`config.mk`:
```
export PLATFORM = sky130hd
export DESIGN_NAME = rs_encode_line_demux_out
export DESIGN_NICKNAME = d
export VERILOG_FILES = /design/src/rtl/rs_encode_line_demux_out.sv
export SDC_FILE = /design/constraint.sdc
export NUM_CORES = 1
export LEC_CHECK = 0
export BUFFER_PORTS_ARGS = -buffer_cell sky130_fd_sc_hd__clkbuf_2
export CORE_AREA = 2 2 195 197
export DETAILED_ROUTE_END_ITERATION = 16
export DIE_AREA = 0 0 197 199
export SYNTH_ARGS = -nofsm -noshare
export SYNTH_HDL_FRONTEND = slang
export SYNTH_SLANG_ARGS = --single-unit
```
`constraint.sdc`:
```
create_clock -name clk -period 2.2 [get_ports clk]
set_input_delay 0.44 -clock clk [delete_from_list [all_inputs] [get_ports clk]]
set_output_delay 0.44 -clock clk [all_outputs]
set_load 0.01 [all_outputs]
```
`src/rtl/rs_encode_line_demux_out.sv`:
```
// -----------------------------------------------------------------------------
// rs_encode_line_demux_out
//
// Packs the RS encoder's codeword, one symbol per cycle, into DATA_W-wide lines
// for a line-oriented sink. Once the sink has taken the final line, a done pulse
// goes back to the input controller so that it can admit the next message.
// A codeword is only admitted after the input controller signals, with a done
// pulse, that it has finished feeding the message.
//
// Ports
//   clk                    clock
//   rst                    synchronous active-high reset
//   src_out_byte_val       symbol valid from the encoder FIFO
//   src_out_byte           codeword symbol, first-produced symbol first
//   out_src_byte_rdy       symbol accepted when val & rdy
//   out_dst_line_val       packed line valid
//   out_dst_line           packed line, first symbol in the MSB lane
//   out_dst_line_last      final line of the codeword
//   out_dst_line_padbytes  zero pad symbols at the low end of the line
//   dst_out_line_rdy       sink ready
//   in_ctrl_out_ctrl_done  pulse: input stage finished feeding a message
//   out_ctrl_in_ctrl_done  pulse: last line of the codeword taken by the sink
//
// Optional build macro RS_ENCODE_LINE_OUT_CNT_EN adds:
//   out_codeword_cnt       completed codewords (wraps)
//   out_stall_cnt          OUTPUT cycles with the sink not ready (saturates)
// -----------------------------------------------------------------------------
module rs_encode_line_demux_out #(
   parameter  int DATA_W          = 256,
   parameter  int RS_WORD_W       = 8,
   parameter  int RS_N            = 255,
   localparam int DATA_BYTES      = DATA_W / RS_WORD_W,
   localparam int NUM_OUT_LINES   = (RS_N + DATA_BYTES - 1) / DATA_BYTES,
   localparam int LAST_LINE_BYTES = RS_N - (NUM_OUT_LINES - 1) * DATA_BYTES,
   localparam int PAD_W           = $clog2(DATA_BYTES + 1)
) (
   input  logic                 clk,
   input  logic                 rst,
   input  logic                 src_out_byte_val,
   input  logic [RS_WORD_W-1:0] src_out_byte,
   output logic                 out_src_byte_rdy,
   output logic                 out_dst_line_val,
   output logic [DATA_W-1:0]    out_dst_line,
   output logic                 out_dst_line_last,
   output logic [PAD_W-1:0]     out_dst_line_padbytes,
   input  logic                 dst_out_line_rdy,
   input  logic                 in_ctrl_out_ctrl_done,
   output logic                 out_ctrl_in_ctrl_done
`ifdef RS_ENCODE_LINE_OUT_CNT_EN
   ,
   output logic [31:0]          out_codeword_cnt,
   output logic [31:0]          out_stall_cnt
`endif
);

   localparam int LANE_W   = (DATA_BYTES > 1) ? $clog2(DATA_BYTES) : 1;
   localparam int LINE_W   = (NUM_OUT_LINES > 1) ? $clog2(NUM_OUT_LINES) : 1;
   localparam int SYM_W    = $clog2(RS_N + 1);
   localparam int LAST_PAD = DATA_BYTES - LAST_LINE_BYTES;

   typedef enum logic [1:0] {
      WAIT_START = 2'd0,
      ACCUM      = 2'd1,
      OUTPUT     = 2'd2
   } state_t;

   state_t              state_q, state_d;
   logic                pending_q, pending_d;
   logic [LANE_W-1:0]   lane_cnt_q, lane_cnt_d;
   logic [LINE_W-1:0]   line_cnt_q, line_cnt_d;
   logic [SYM_W-1:0]    sym_cnt_q, sym_cnt_d;
   logic [DATA_W-1:0]   line_q, line_d;
   logic                done_q, done_d;

   logic                last_lane;
   logic                last_sym;
   logic                last_line;

   assign last_lane = (lane_cnt_q == LANE_W'(DATA_BYTES - 1));
   assign last_sym  = (sym_cnt_q  == SYM_W'(RS_N - 1));
   assign last_line = (line_cnt_q == LINE_W'(NUM_OUT_LINES - 1));

   always_comb begin
      state_d    = state_q;
      // A done pulse is remembered in any state; a repeat while set is absorbed.
      pending_d  = pending_q | in_ctrl_out_ctrl_done;
      lane_cnt_d = lane_cnt_q;
      line_cnt_d = line_cnt_q;
      sym_cnt_d  = sym_cnt_q;
      line_d     = line_q;
      done_d     = 1'b0;

      case (state_q)
         WAIT_START: begin
            if (pending_q) begin
               state_d   = ACCUM;
               pending_d = in_ctrl_out_ctrl_done;
            end
         end

         ACCUM: begin
            if (src_out_byte_val) begin
               // Constant lane selects: lane k sits at the k-th symbol from the MSB.
               for (int k = 0; k < DATA_BYTES; k++) begin
                  if (lane_cnt_q == LANE_W'(k)) begin
                     line_d[DATA_W-1-k*RS_WORD_W -: RS_WORD_W] = src_out_byte;
                  end
               end
               if (last_lane || last_sym) begin
                  // Lane count is held here and cleared when the line is taken.
                  state_d   = OUTPUT;
                  sym_cnt_d = last_sym ? '0 : sym_cnt_q + 1'b1;
               end else begin
                  lane_cnt_d = lane_cnt_q + 1'b1;
                  sym_cnt_d  = sym_cnt_q + 1'b1;
               end
            end
         end

         OUTPUT: begin
            if (dst_out_line_rdy) begin
               line_d     = '0;
               lane_cnt_d = '0;
               if (last_line) begin
                  state_d    = WAIT_START;
                  line_cnt_d = '0;
                  sym_cnt_d  = '0;
                  done_d     = 1'b1;
               end else begin
                  state_d    = ACCUM;
                  line_cnt_d = line_cnt_q + 1'b1;
               end
            end
         end

         default: begin
            state_d = WAIT_START;
         end
      endcase
   end

   always_ff @(posedge clk) begin
      if (rst) begin
         state_q    <= WAIT_START;
         pending_q  <= 1'b0;
         lane_cnt_q <= '0;
         line_cnt_q <= '0;
         sym_cnt_q  <= '0;
         line_q     <= '0;
         done_q     <= 1'b0;
      end else begin
         state_q    <= state_d;
         pending_q  <= pending_d;
         lane_cnt_q <= lane_cnt_d;
         line_cnt_q <= line_cnt_d;
         sym_cnt_q  <= sym_cnt_d;
         line_q     <= line_d;
         done_q     <= done_d;
      end
   end

   // Handshake outputs decode from registered state only, so rdy never
   // depends combinationally on src_out_byte_val.
   assign out_src_byte_rdy      = (state_q == ACCUM);
   assign out_dst_line_val      = (state_q == OUTPUT);
   assign out_dst_line          = line_q;
   assign out_dst_line_last     = (state_q == OUTPUT) && last_line;
   assign out_dst_line_padbytes = ((state_q == OUTPUT) && last_line) ? PAD_W'(LAST_PAD) : '0;
   assign out_ctrl_in_ctrl_done = done_q;

`ifdef RS_ENCODE_LINE_OUT_CNT_EN
   logic [31:0] cw_cnt_q;
   logic [31:0] stall_cnt_q;

   always_ff @(posedge clk) begin
      if (rst) begin
         cw_cnt_q    <= '0;
         stall_cnt_q <= '0;
      end else begin
         if (done_q) begin
            cw_cnt_q <= cw_cnt_q + 32'd1;
         end
         if ((state_q == OUTPUT) && !dst_out_line_rdy && (stall_cnt_q != '1)) begin
            stall_cnt_q <= stall_cnt_q + 32'd1;
         end
      end
   end

   assign out_codeword_cnt = cw_cnt_q;
   assign out_stall_cnt    = stall_cnt_q;
`endif

endmodule

```
# After elaboration in Yosys (flattened, before gate mapping)
# Cells that the tools add are included.
totals:
  reg_bits: 276
  latchBits: 0
  mem_bits_rw: 0
  rom_bits: 0
  in_bits: 13
  output_inout_bits: 266
  word_cells: 215
  n_memories: 0
op_classes:
  add_sub_neg: 3
  multipliers: 0
  div_mod_pow: 0
  magnitude_cmp: 0
  eq_ne: 73
  shift: 0
  n_mux: 56
  bitwise_logic: 3
  reduce_logical: 42
ops:
  columns: ["op", "n"]
  rows:
  - ["$mux W256", 2]
  - ["$pmux W256 S2", 1]
  - ["$mux W8", 37]
  - ["$reduce_and A4 Y1", 35]
  - ["$eq A5 B5 Y1 const B", 16]
  - ["$ne A2 B1 Y1 const B", 35]
  - ["$eq A5 B4 Y1 const B", 8]
  - ["$eq A5 B3 Y1 const B", 4]
  - ["$pmux W8 S2", 1]
  - ["$mux W5", 3]
  - ["$eq A5 B2 Y1 const B", 2]
  - ["$pmux W5 S2", 1]
  - ["$add A8 B1 Y8 const B", 1]
  - ["$eq A8 B8 Y1 const B", 1]
  - ["$mux W2", 4]
  - ["$ne A2 B2 Y1 const B", 3]
  - ["$pmux W2 S3", 1]
  - ["$add A5 B1 Y5 const B", 1]
  - ["$eq A5 B1 Y1 const B", 1]
  - ["$logic_not A5 Y1", 1]
  - ["$mux W1", 5]
  - ["$add A3 B1 Y3 const B", 1]
  - ["$eq A3 B3 Y1 const B", 1]
  - ["$mux W3", 1]
  - ["other kinds (10)", 11]

# Depth between registers and ports, before layout
# Gate-level depths: netlist of run 1.
depth:
  word_depth: 5
  mapped_depth: 8
  depth_no_buf: 7

# Least setup slack after synthesis of run 1
# No wires, ideal clock.
synth_path:
  kind: "reg2reg"
  startpoint: "register lane_cnt_q[3]"
  endpoint: "register lane_cnt_q[4]"
  setup_ns: 0.070
  arrival_time_ns: 1.960
  t_required_ns: 2.130
  slack_ns: 0.169
  path_stages_with_launch: 9
  path_buffers: 2
  synth_period_minus_slack_ns: 2.031
  path_cell_list: "dfxtp_1 > clkbuf_2 > buf_2 > and3_1 > ha_1 > and4bb_2 > o21ai_0 > or3_1 > a21oi_1"
synth_between:
  elab_chain_len: 4
  word_cells_on_any_way: 8
  classes_between: "1 x add/sub; 2 x eq/ne; 3 x mux; 2 x reduce/logical"
synth_lines:
  columns: ["item", "line", "rtl"]
  rows:
  - ["from (decl)", "69", "logic [LANE_W-1:0] lane_cnt_q, lane_cnt_d;"]
  - ["from (signal assigned)", "154", "lane_cnt_q <= lane_cnt_d;"]
  - ["$add A5 B1 Y5 or $eq A5 B5 Y1 (tied branches)", "114, 79", null]
  - ["$mux W5 or $logic_or A1 B1 Y1 (tied branches)", "109", "if (last_lane || last_sym) begin"]
  - ["$mux W5 or $ne A2 B2 Y1 (tied branches)", null, null]
  - ["$pmux W5 S2 or $reduce_and A4 Y1 (tied branches)", null, null]
# Several ways; a longest one is shown, not always the timed one. The select of a mux whose other input is x is not followed.
# A chain may end at the register's enable or synchronous reset.

# Worst setup path in the final report of run 1
layout_path:
  startpoint: "register state_q[1]"
  endpoint: "output out_dst_line_val"
layout_between:
  elab_chain_len: 1
layout_lines:
  columns: ["item", "line", "rtl"]
  rows:
  - ["from (decl)", "67", "state_t state_q, state_d;"]
  - ["from (signal assigned)", "152", "state_q <= state_d;"]
  - ["$eq A2 B2 Y1", "165", "assign out_dst_line_val = (state_q == OUTPUT);"]
  - ["to (decl)", "42", "output logic out_dst_line_val,"]
# Every way passes these cells.

==> results.py, run 1 <==
metrics = {
    "clocking": {
        "clock_path_buffers": 3,
        "clock_sinks": 276,
        "root_buffer": "clkbuf_16",
        "cts_tree": "yes",
        "postCtsHoldBufs": 0,
        "cts.clk_slew.worst_paths_ps": 60,
        "cts-htree-levels": 1,
        "clk_latency_ps": 580,
        "cts-buffers-inserted": 31,
    },
    "sta": {
        "finalSetupTns_ps": 0,
        "rsz0062_at_grt": "no",
        "finalHoldViolations": 0,
        "tightest_slew_ps": 984.8,
        "hold_ws_ps": 73.80,
        "slew_headroom_pct": 34.35,
        "maxSlewViolCount": 0,
        "min_period_ps": 2103,
        "max_freq_mhz": 475.5,
        "finClkSkew_ps": 17.44,
        "finalSetupViolations": 0,
        "fin_crit_sh_pct": 95.59,
    },
    "pwr": {
        "cellLeakagePower_nw": 6.617,
        "p_per_area_mw_per_mm2": 856.5,
        "total_power_mw": 12.05,
        "irDropWorstVdd_mv": 0.6541,
    },
    "global_routing": {
        "grt_max_degree": 74,
        "grt_pass1_vias": 8043,
        "track_usage_pct": 16.22,
        "antenna_found_initial": 1,
        "grt_pass1_wl_mm": 49.00,
        "overflow": 0,
    },
    "die": {
        "die_h_um": 199,
        "die_w_um": 197,
        "dieArea_mm2": 0.03920,
        "start_util_pct": 29.75,
        "io_pins": 279,
        "rows": 71,
        "core_mm2": 0.03713,
    },
    "detailed_routing": {
        "drt_iter0_drc": 315,
        "finalWirelength_mm": 32.98,
        "vias": 8391,
        "wl_per_cell_um": 18.20,
        "ant_nets": 0,
        "drc_errors": 0,
        "firstDrtPassIters": 5,
        "via_per_inst": 4.631,
    },
    "logic_synthesis": {
        "synth_area_per_cell_um2": 10.40,
        "ys.flop_type": "dfxtp_1",
        "synth_warnings": 0,
        "syn_area_mm2": 0.01105,
        "async_flop_share_pct": 0,
        "syn_inst": 1062,
        "ys_types": 42,
        "synth_seq_cells": 276,
        "synth-edff-count": 0,
        "ys_seq_area_share_pct": 50.02,
    },
    "worst_setup_path": {
        "criticalPathCategory": "register to output pin",
        "rr_worst_depth": 4,
        "worstPathRequired_ps": 1760,
        "cp.arrival_ps": 1660,
        "path_max_fanout": 12,
        "cp-start-kind": "register",
        "critPathCaptureType": "output pin",
    },
    "place": {
        "io_buffer_count": 273,
        "gp_congestion": 0.7421,
        "hpwl_mm": 22.12,
    },
    "final_layout": {
        "nets": 1336,
        "postLayoutCoreUtil_pct": 37.89,
        "final_cell_mix": "275 x dfxtp_1, 272 x clkbuf_2, 267 x nor2_1, 256 x mux2i_1, 40 x buf_4",
        "fill_cells": 3753,
        "final_layout_size_suffix_gt1_share_pct": 30.67,
        "final_common_cell": "dfxtp_1",
        "syn_to_final_growth_pct": 27.39,
    },
    "job": {
        "drv_cap": 0,
    },
    "run_status": {
        "outcome": "completed",
    },
    "min_path": {
        "hold_depth": 3,
        "hp-class": "input pin to register",
    },
}
critical path: stages (launching register included):
cell,delay (ps)
dfxtp_1,490
nand2b_1,130
buf_4,200
inv_1,90
clkbuf_2,160
cell usage after synthesis (3+ instances only):
cell type | n | area (um2)
dfxtp_1 | 276 | 5525
nor2_1 | 268 | 1006
mux2i_1 | 256 | 2562
clkbuf_1 | 45 | 168.9
buf_2 | 33 | 165.2
buf_4 | 22 | 165.2
o22ai_4 | 16 | 320.3
a22oi_1 | 14 | 105.1
nand4b_1 | 12 | 105.1
nor4bb_1 | 11 | 110.1
ha_1 | 10 | 125.1
a21oi_1 | 8 | 40.04
and2_1 | 8 | 50.05
inv_1 | 8 | 30.03
nand2_1 | 8 | 30.03
xnor2_1 | 8 | 70.07
nand3_1 | 6 | 30.03
nor3_1 | 6 | 30.03
nor4b_1 | 5 | 43.79
nand4_1 | 4 | 25.02
o21ai_0 | 4 | 20.02
a211oi_1 | 3 | 22.52
sequential cells by signal, indices dropped and copies added (netlist names):
signal / flops
state_q: 2
line_cnt_q: 3
out_dst_line: 256
pending_q: 1
out_ctrl_in_ctrl_done: 1
lane_cnt_q: 5
sym_cnt_q: 8
layout make-up:
| type | count | area, um2 | area share (%) |
|---|---|---|---|
| Multi-Input combinational cell | 676 | 5002 | 35.55 |
| Clock buffer | 44 | 904.6 | 6.429 |
| Inverter | 8 | 33.78 | 0.2401 |
| Clock inverter | 13 | 192.7 | 1.369 |
| Sequential cell | 276 | 5527 | 39.28 |
| Tap cell | 474 | 593.1 | 4.215 |
| Timing Repair Buffer | 320 | 1815 | 12.90 |
| Antenna cell | 1 | 2.502 | 0.01778 |
kinds of logic (layout without fill, tap and decap cells):
| logic type | after synthesis | after routing | synth area share (%) |
|---|---|---|---|
| AND/OR/NAND/NOR | 340 | 340 | 13.81 |
| buffers and inverters | 114 | 385 | 5.301 |
| adder cells (fa/ha/maj) | 10 | 10 | 1.133 |
| XOR/XNOR | 10 | 10 | 0.7930 |
| AO/OA/AOI/OAI | 55 | 55 | 5.709 |
| flip-flops | 276 | 276 | 50.02 |
| multiplexers | 256 | 256 | 23.20 |
| other | 1 | 6 | 0.03395 |
worst paths after layout:
check / slack [ps] / end / from
worst min-delay path: 70 / pending_q / in_ctrl_out_ctrl_done
worst min register to register: 460 / line_cnt_q[1] / line_cnt_q[1]
worst max-delay path: 100 / out_dst_line_val / state_q[1]
worst max register to register: 150 / out_dst_line[238] / state_q[1]
report_power, final:
part           switching (mW)  total (mW)  internal [mW]
Clock                    2.15        5.49           3.34
Combinational           0.748        1.26          0.514
Sequential              0.108        5.30           5.19
per-layer routing:
metal  wire (um)  track usage, %  up-vias
li1            -               -     4091
met1       14160           20.44     4019
met2       15820           27.13      235
met3        2284           4.578       46
met4         714           4.511        0
met5           0               0        -
stage by stage:
stage          setup slack [ps]  std cells  instance area (um2)
2_1_floorplan             169.2       1066                11060
3_3_place_gp              127.9       1753                12920
3_5_place_dp              116.2       1753                12920
4_1_cts                   16.23       1811                14030
5_1_grt                   4.142       1812                14070
6_report                  96.92       1812                14070
repair_timing:
action,in CTS,in global routing
gates resized for setup,3,6
buffers inserted,1,0
setup endpoints to repair,3,23
Note: power is estimated with default switching activity, not from simulation.
==> inputs of run 2 (changes only) <==
- CTS_BUF_LIST: not set -> sky130_fd_sc_hd__clkbuf_4
==> results.py, run 2 (synthesis results as in run 1) <==
metrics = {
    "run_status": {
        "outcome": "completed",
    },
    "global_routing": {
        "grt_max_degree": 74,
        "track_usage_pct": 16.80,
        "grt_pass1_vias": 8512,
        "antenna_found_initial": 4,
        "overflow": 0,
        "grt_pass1_wl_mm": 50.09,
    },
    "detailed_routing": {
        "vias": 8649,
        "finalWirelength_mm": 33.64,
        "ant_nets": 0,
        "drt_iter0_drc": 324,
        "via_per_inst": 4.579,
        "drc_errors": 0,
        "firstDrtPassIters": 5,
        "wl_per_cell_um": 17.81,
    },
    "worst_setup_path": {
        "critPathCaptureType": "output pin",
        "cp-start-kind": "register",
        "r2r-end": "out_dst_line[105]",
        "path_max_fanout": 2,
        "r2r-start": "lane_cnt_q[0]",
        "criticalPathCategory": "register to output pin",
        "cp-startpoint": "line_cnt_q[1]",
        "reg2reg_slack_ps": 150,
        "cp.arrival_ps": 1650,
        "worstPathRequired_ps": 1760,
        "crit_top_cell": "ha_4",
        "rr_worst_depth": 6,
        "slowest_delay_ps": 350,
        "critPathSlowestCell": "dfxtp_2",
        "path_cells": "ha_4, ha_4, inv_4, nor2_4, buf_6",
    },
    "die": {
        "die_h_um": 199,
        "io_pins": 279,
        "core_mm2": 0.03713,
        "dieArea_mm2": 0.03920,
        "die_w_um": 197,
        "rows": 71,
        "start_util_pct": 29.75,
    },
    "clocking": {
        "cts-htree-levels": 3,
        "cts-buffers-inserted": 76,
        "clock_sinks": 276,
        "clk_latency_ps": 720,
        "clock_path_buffers": 3,
        "cts_tree": "yes",
        "cts.clk_slew.worst_paths_ps": 60,
        "root_buffer": "clkbuf_4",
    },
    "min_path": {
        "holdPathEnd": "state_q[0]",
        "hold_start": "src_out_byte_val",
        "hp-class": "input pin to register",
        "hold_depth": 3,
    },
    "sta": {
        "maxSlewViolCount": 0,
        "tightest_slew_ps": 964.5,
        "finalSetupTns_ps": 0,
        "setup_slack_ps": 110.9,
        "max_freq_mhz": 478.7,
        "finClkSkew_ps": 65.51,
        "rsz0062_at_grt": "yes",
        "min_period_ps": 2089,
        "slew_headroom_pct": 35.70,
        "finalSetupViolations": 0,
        "fin_crit_sh_pct": 94.96,
        "finalHoldViolations": 0,
    },
    "final_layout": {
        "postLayoutCoreUtil_pct": 37.75,
        "syn_to_final_growth_pct": 26.89,
        "final_common_cell": "dfxtp_1",
        "final_layout_size_suffix_gt1_share_pct": 34.11,
        "nets": 1388,
        "largest_reg_flops": 256,
        "final_cell_mix": "272 x dfxtp_1, 270 x clkbuf_2, 267 x nor2_1, 256 x mux2i_1, 108 x clkbuf_4",
    },
    "place": {
        "hpwl_mm": 22.12,
        "io_buffer_count": 273,
        "pre_cts_slack_ps": 116.2,
        "gp_congestion": 0.7421,
    },
    "pwr": {
        "total_power_mw": 10.99,
        "p_per_area_mw_per_mm2": 784.5,
        "cellLeakagePower_nw": 6.668,
        "irDropWorstVdd_mv": 0.4628,
    },
    "job": {
        "drv_cap": 0,
    },
}
-- run 2: cell types whose count changed in the layout (fill, tap and decap cells not counted), moves of 4 or more --
cell       delta
clkbuf_4    +108
clkbuf_8      -8
clkinv_1     +13
diode_2       +4
clkbuf_16    -31
clkinv_2      -4
clkbuf_1      -5
-- run 2: worst max-delay path by stage --
stage                                     to  slack, ps  cells past startpoint
CTS                 out_dst_line_padbytes[0]          1                      5
global placement           out_dst_line[219]        130                      5
finish              out_dst_line_padbytes[0]        110                      5
floorplan                      lane_cnt_q[4]        170                      8
global route               out_dst_line_last        -40                      5
detailed placement         out_dst_line[219]        120                      5
-- run 2: cell type report --
cell class	instances	area, um2
Antenna cell	5	12.51
Clock buffer	108	810.8
Clock inverter	15	82.58
Fill cell	3808	23120
Inverter	8	36.28
Multi-Input combinational cell	676	5041
Sequential cell	276	5535
Tap cell	474	593.1
Timing Repair Buffer	327	1904
-- run 2: per-stage QoR --
step	std cells	hold slack, ps	cell area, um2
after CTS	1883	14.31	13940
after detailed placement	1753	455.5	12920
after floorplan	1066	440.0	11060
after global routing	1889	54.05	14020
after global placement	1753	447.0	12920
final	1889	103.5	14020
-- run 2: repair_timing --
action                                  in CTS  in global routing
buffers inserted                             4                  1
endpoints found under the setup margin       4                 22
hold buffers                                 3                  0
resized for setup                           15                 13
hold endpoints to repair                     2                  0
pin swaps                                    1                  2
-- run 2: power breakdown --
part	internal, mW	leakage, nW	total (mW)	switching [mW]
Combinational	0.524	3.89	1.28	0.753
Clock	2.34	0.536	4.42	2.08
Sequential	5.19	2.24	5.30	0.106
Total	8.06	6.67	11.0	2.94
-- run 2: per-layer routing --
layer	vias to the layer above	GRT usage, %	wire length [um]
li1	4236	-	-
met1	4106	20.04	14120
met2	259	27.26	16250
met3	48	6.392	2554
met4	0	6.739	709
met5	-	0	0
-- run 2: worst max-delay path: cells and delay by family, from the launching register on --
family / cells / cell delay (ps)
fa+ha+maj: 2 / 280
buf+inv: 2 / 160
flops: 1 / 350
simple gates: 1 / 130
